===== src/rtl/tc_pl_cap_mch_ctl.sv =====
// rtl/tc_pl_cap_mch_ctl.sv - multi-channel capture trigger/complete/timeout control
// Per-channel IDLE->TRIG->WAIT sequencer with sticky W1C status and a shared completion count.
module tc_pl_cap_mch_ctl #(
    parameter int N_CH    = 2,
    parameter int TRIG_W  = 4,
    parameter int TMO_W   = 24,
    parameter int TMO_CYC = 12500000
) (
    input  logic              clk125,
    input  logic              rst,
    input  logic [N_CH-1:0]   cap_cing,
    input  logic [N_CH-1:0]   cap_cmpt,
    output logic [N_CH-1:0]   cap_trig,
    input  logic [31:0]       gp_ctl,
    input  logic              gp_ctl_wr,
    output logic [4*N_CH-1:0] gp_sts,
    output logic [15:0]       done_cnt
);

    localparam logic [1:0] ST_IDLE = 2'd0;
    localparam logic [1:0] ST_TRIG = 2'd1;
    localparam logic [1:0] ST_WAIT = 2'd2;

    localparam int              TC_W      = (TRIG_W > 1) ? $clog2(TRIG_W) : 1;
    localparam logic [TC_W-1:0] TRIG_LAST = TC_W'(TRIG_W - 1);
    localparam logic [TMO_W-1:0] TMO_LAST = TMO_W'(TMO_CYC - 1);
    localparam bit              TMO_EN    = (TMO_CYC != 0);

    logic [1:0]       state    [N_CH];
    logic [TC_W-1:0]  trig_cnt [N_CH];
    logic [TMO_W-1:0] tmo_cnt  [N_CH];
    logic [N_CH-1:0]  cmpt_st;
    logic [N_CH-1:0]  tmo_st;
    logic [N_CH-1:0]  cing_q;

    logic [N_CH-1:0]  arm;
    logic [N_CH-1:0]  clr;
    logic [N_CH-1:0]  abt;
    logic [N_CH-1:0]  acc;
    logic [N_CH-1:0]  tmo_hit;
    logic [3:0]       n_acc;
    logic [16:0]      done_sum;
    logic             unused_gp;

    // Mask bits above N_CH are simply never looked at.
    assign unused_gp = ^gp_ctl;

    always_comb begin
        arm     = '0;
        clr     = '0;
        abt     = '0;
        acc     = '0;
        tmo_hit = '0;
        n_acc   = '0;
        for (int i = 0; i < N_CH; i++) begin
            arm[i] = gp_ctl_wr & gp_ctl[i];
            clr[i] = gp_ctl_wr & gp_ctl[8+i];
            abt[i] = gp_ctl_wr & gp_ctl[16+i];
            // Abort beats a same-cycle completion: nothing is flagged or counted.
            acc[i] = cap_cmpt[i] && (state[i] != ST_IDLE) && !abt[i];
            tmo_hit[i] = TMO_EN && (state[i] == ST_WAIT) && (tmo_cnt[i] == TMO_LAST)
                         && !cap_cmpt[i] && !abt[i];
            n_acc = n_acc + {3'b000, acc[i]};
        end
        done_sum = {1'b0, done_cnt} + {13'd0, n_acc};
    end

    always_ff @(posedge clk125) begin
        if (rst) begin
            for (int i = 0; i < N_CH; i++) begin
                state[i]    <= ST_IDLE;
                trig_cnt[i] <= '0;
                tmo_cnt[i]  <= '0;
            end
            cap_trig <= '0;
            cmpt_st  <= '0;
            tmo_st   <= '0;
            cing_q   <= '0;
            done_cnt <= '0;
        end else begin
            cing_q <= cap_cing;
            if (gp_ctl_wr && gp_ctl[31])
                done_cnt <= '0;
            else if (done_sum[16])
                done_cnt <= 16'hFFFF;
            else
                done_cnt <= done_sum[15:0];

            for (int i = 0; i < N_CH; i++) begin
                cmpt_st[i] <= acc[i] | (cmpt_st[i] & ~clr[i]);
                tmo_st[i]  <= tmo_hit[i] | (tmo_st[i] & ~clr[i]);
                case (state[i])
                    ST_IDLE: begin
                        if (arm[i] && !abt[i]) begin
                            state[i]    <= ST_TRIG;
                            cap_trig[i] <= 1'b1;
                            trig_cnt[i] <= '0;
                        end
                    end
                    ST_TRIG: begin
                        if (abt[i] || acc[i]) begin
                            state[i]    <= ST_IDLE;
                            cap_trig[i] <= 1'b0;
                        end else if (trig_cnt[i] == TRIG_LAST) begin
                            state[i]    <= ST_WAIT;
                            cap_trig[i] <= 1'b0;
                            tmo_cnt[i]  <= '0;
                        end else begin
                            trig_cnt[i] <= trig_cnt[i] + 1'b1;
                        end
                    end
                    ST_WAIT: begin
                        if (abt[i] || acc[i] || tmo_hit[i])
                            state[i] <= ST_IDLE;
                        else
                            tmo_cnt[i] <= tmo_cnt[i] + 1'b1;
                    end
                    default: begin
                        state[i]    <= ST_IDLE;
                        cap_trig[i] <= 1'b0;
                    end
                endcase
            end
        end
    end

    always_comb begin
        gp_sts = '0;
        for (int i = 0; i < N_CH; i++)
            gp_sts[4*i +: 4] = {(state[i] != ST_IDLE), cing_q[i], tmo_st[i], cmpt_st[i]};
    end

endmodule


===== config.mk =====
export PLATFORM = sky130hd
export DESIGN_NAME = tc_pl_cap_mch_ctl
export DESIGN_NICKNAME = d
export VERILOG_FILES = /design/src/rtl/tc_pl_cap_mch_ctl.sv
export SDC_FILE = /design/constraint.sdc
export NUM_CORES = 1
export LEC_CHECK = 0
export ABC_AREA = 1
export BUFFER_PORTS_ARGS = -buffer_cell sky130_fd_sc_hd__buf_2
export CAP_MARGIN = 10
export CELL_PAD_IN_SITES_DETAIL_PLACEMENT = 0
export CELL_PAD_IN_SITES_GLOBAL_PLACEMENT = 1
export CORE_MARGIN = 4
export CORE_UTILIZATION = 38
export DETAILED_ROUTE_END_ITERATION = 6
export GPL_TIMING_DRIVEN = 0
export HOLD_SLACK_MARGIN = 0.06
export MAX_ROUTING_LAYER = met4
export PLACE_DENSITY = 0.75
export SETUP_SLACK_MARGIN = 0.1
export SYNTH_ARGS = -nofsm -noshare
export SYNTH_HDL_FRONTEND = slang
export SYNTH_SLANG_ARGS = --single-unit
export TNS_END_PERCENT = 1

===== constraint.sdc =====
create_clock -name clk125 -period 2.4 [get_ports clk125]
set_clock_uncertainty 0.2 [all_clocks]
set_input_delay 0.24 -clock clk125 [delete_from_list [all_inputs] [get_ports clk125]]
set_output_delay 0.24 -clock clk125 [all_outputs]
set_load 0.02 [all_outputs]

==> run summary <==
The run finished with clean final reports. The first global-routing pass estimated 19.5 mm of wire. The critical path buffer and inverter count came out at 3. STA classifies the critical path startpoint as a flop. The largest single stage delay on the critical path is 390 ps. The count of vias placed by the detailed router is 4313. The required time of the worst setup path is 2480 ps. The floorplan step defined a core boundary enclosing 12100 um^2. The via density per instance is 4.99.

The via count of the first global-routing pass is 4052. The share of synthesized flip-flops with an asynchronous set or reset is 0. The number of pins with negative max-slew slack in the final report came out at 0.

Walking the worst path, the cells encountered are inv_2, nand2_4, nand3_4, fa_2, inv_2, ha_4, nand3_4, nor2_4, nand3_2, or2_4, nand3_2, nand2_1, inv_1. After detailed placement, the total cell area comes to 5180 um^2. The floorplan die width came out at 120 um.

The number of synthesis warnings came out at 0. Leaving out fill and tap cells, the most frequent cell in the layout is sky130_fd_sc_hd__nand2_1. The die footprint came out at 14300 um^2.

Once layout is done, the placed cells without fillers occupy 5870 um^2. The cell area that synthesis handed to floorplanning was 4730 um^2. The number of clock buffers inserted by TritonCTS is 9. The net count after synthesis is 656. In this run the number of H-tree levels came out at 3.

The flip-flop and latch count after synthesis is 80. The total number of clock tree sinks is 80. For this design the top-level I/O count stands at 65. For this run the aggregate overflow at the end of global routing stands at 0. The portion of total power attributed to combinational logic is 0.111. Setup violations remaining at the end of the flow were counted as 0.

The average instance area after synthesis is 7.74 um^2. In this run the clock root is driven by a sky130_fd_sc_hd__clkbuf_16. The library cells used most frequently in the layout, excluding fill and tap cells, are sky130_fd_sc_hd__nand2_1, sky130_fd_sc_hd__nor2_1, sky130_fd_sc_hd__inv_1. Among all flip-flop cells after synthesis, the most frequent one is sky130_fd_sc_hd__edfxtp_1. TritonCTS built the clock tree.

At the later pin of the worst-skew pair, clock insertion delay measures 330 ps. The placer congestion estimate came out at 0.883. Wires add up to 12.4 mm. The initial core utilization is 0.390.

The sequential share of power is 0.489. The tightest min-delay check is of the in -> reg type. After detailed routing, the number of remaining DRC violations is 0. The initial antenna violation count is 0. Measured against its own limit, the worst slew margin works out to 0.332. Data on the critical path arrives at its endpoint at 2320 ps. Entering global routing, the biggest net connects 14 pins.

Dividing the detail-routed wire length by the instance count gives 14.3 um. Setup repair after global routing could not meet its margin everywhere. The final clock period utilization by the worst path came out at 0.934. The detailed-routing iteration count for the pre-antenna-repair pass is 5.

Of the cells placed in the final design, the portion with a size suffix greater than 1 is 0.189. The maximum clock rate came out at 446 MHz. The number of buffers between clock root and the deepest sink came out at 2.

The number of nets at the end of the flow is 737. The count of different cell masters after synthesis came out at 38. The number of flops mapped to enable cells by yosys came out at 55. The floorplan has 40 rows.

The critical path is of the reg -> reg type. The final hold violation count came to 0. The clock share of power is 0.400. The transition time at the pin with the least slew margin came out at 1000 ps.

The critical-path maximum fanout is 3. The DRC marker count from the first detailed-route iteration came out at 246. Counting every instance in the synthesized netlist gives 611. In this run the remaining antenna-violating nets after routing total 0.

The worst voltage drop across the vdd grid came out at 0.257 mV. The HPWL after detailed placement is 8.51 mm. The total global routing track utilization came out at 0.173. The power density over the cells is 565 nW/um^2. Max-cap violations in this run came to 0. The smallest clock period supported by the final layout is computed as 2240 ps. 0 antenna diodes ended up in the layout. The switching part of the total power is 0.252. The net switching power of the design is 835 uW. The slowest stage of the critical path belongs to the cell sky130_fd_sc_hd__edfxtp_1. The clock transition at the registers of the reported paths came out at 60 ps. The die boundary height is 120 um. The internal cell power came out at 2.48 mW. During placement, the flow inserted port buffers numbering 39. STA classifies the critical path endpoint as a flop. The static leakage power came out at 2.33 nW.

The final setup TNS came out at 0 ps. The layout overhead on the synthesized area is 24.2%. Broken down by cell family, the worst path's largest delay share belongs to simple AND/OR/NAND/NOR gates.

The part of the Yosys area used for sequential elements is 0.455.
[flip-flops by register name, indices dropped and copies added, names as in the netlist]
signal	flops
tmo_cnt	48
cing_q	2
cap_trig	2
state	4
cmpt_st	2
done_cnt	16
tmo_st	2
trig_cnt	4
[final timing paths]
check	slack (ps)	cells after the start	startpoint	to
setup reg to reg	160	13	state[0][1]	done_cnt[14]
hold / removal	70	4	gp_ctl[9]	tmo_st[1]
setup / recovery	160	13	state[0][1]	done_cnt[14]
hold reg to reg	270	2	cap_trig[0]	cap_trig[0]
[power by group through the flow]
stage	clock network, mW	logic [mW]	registers [mW]
2_1_floorplan	0	0.202	1.64
3_3_place_gp	0	0.290	1.65
3_5_place_dp	0	0.294	1.65
4_1_cts	1.36	0.325	1.62
5_1_grt	1.41	0.406	1.63
6_report	1.33	0.368	1.62
[layer usage]
metal  track usage  up-vias  part of all wire
met3        0.0174       19             0.050
met2         0.268      116              0.45
met5             -        -                 0
li1              -     2191                 -
met1         0.240     1987              0.48
met4        0.0594        0             0.018
[metrics by stage]
stage / power, mW / util / hold slack, ps / cells / setup WS, ps
final: 3.32 / 0.485 / 69.0 / 865 / 158
after global routing: 3.44 / 0.485 / 116 / 865 / 80.9
after CTS: 3.31 / 0.466 / 60.9 / 845 / 37.4
after detailed placement: 1.94 / 0.427 / 251 / 818 / -646
after global placement: 1.94 / 0.427 / 245 / 818 / -608
after floorplan: 1.84 / - / 147 / 611 / 57.1
[worst min-delay path, delay by kind of cell]
kind	cells	cell delay (ps)
compound gates	2	190
buf+inv	2	120
[cells by family after synthesis]
family,synth area share
AND/OR/NAND/NOR,0.370
flip-flops,0.455
AO/OA/AOI/OAI,0.0503
buffers and inverters,0.0677
adder cells (fa/ha/maj),0.0175
XOR/XNOR,0.0389
[synthesized netlist by cell type (4+ instances only)]
cell type / instances / area, um^2
sky130_fd_sc_hd__a21oi_1: 34 / 170
sky130_fd_sc_hd__dfxtp_1: 25 / 500
sky130_fd_sc_hd__edfxtp_1: 55 / 1650
sky130_fd_sc_hd__ha_1: 5 / 62.6
sky130_fd_sc_hd__inv_1: 69 / 259
sky130_fd_sc_hd__nand2_1: 155 / 582
sky130_fd_sc_hd__nand3_1: 34 / 170
sky130_fd_sc_hd__nand3_2: 5 / 50.1
sky130_fd_sc_hd__nand3b_1: 13 / 97.6
sky130_fd_sc_hd__nand4_1: 19 / 119
sky130_fd_sc_hd__nor2_1: 107 / 402
sky130_fd_sc_hd__nor2_2: 4 / 25.0
sky130_fd_sc_hd__nor2_4: 4 / 45.0
sky130_fd_sc_hd__nor3_1: 23 / 115
sky130_fd_sc_hd__o21ai_0: 7 / 35.0
sky130_fd_sc_hd__xnor2_1: 8 / 70.1
sky130_fd_sc_hd__xor2_1: 13 / 114
[layout make-up]
class                           count  area [um^2]
Timing Repair Buffer               64          388
Clock inverter                      5         47.5
Tap cell                          168          210
Sequential cell                    80         2150
Clock buffer                       11          233
Inverter                           72          275
Buffer                              6         63.8
Multi-Input combinational cell    459         2500
Fill cell                        1220         6240
[timing repair]
item | 4_1_cts | 5_1_grt
buffers inserted | 5 | 16
endpoints found under the hold margin | 2 | 1
pin swaps | 3 | 7
cloned | 4 | 3
setup endpoints to repair | 83 | 64
resized for setup | 16 | 19
hold buffers | 2 | 1
(Power assumes the default switching activity.)
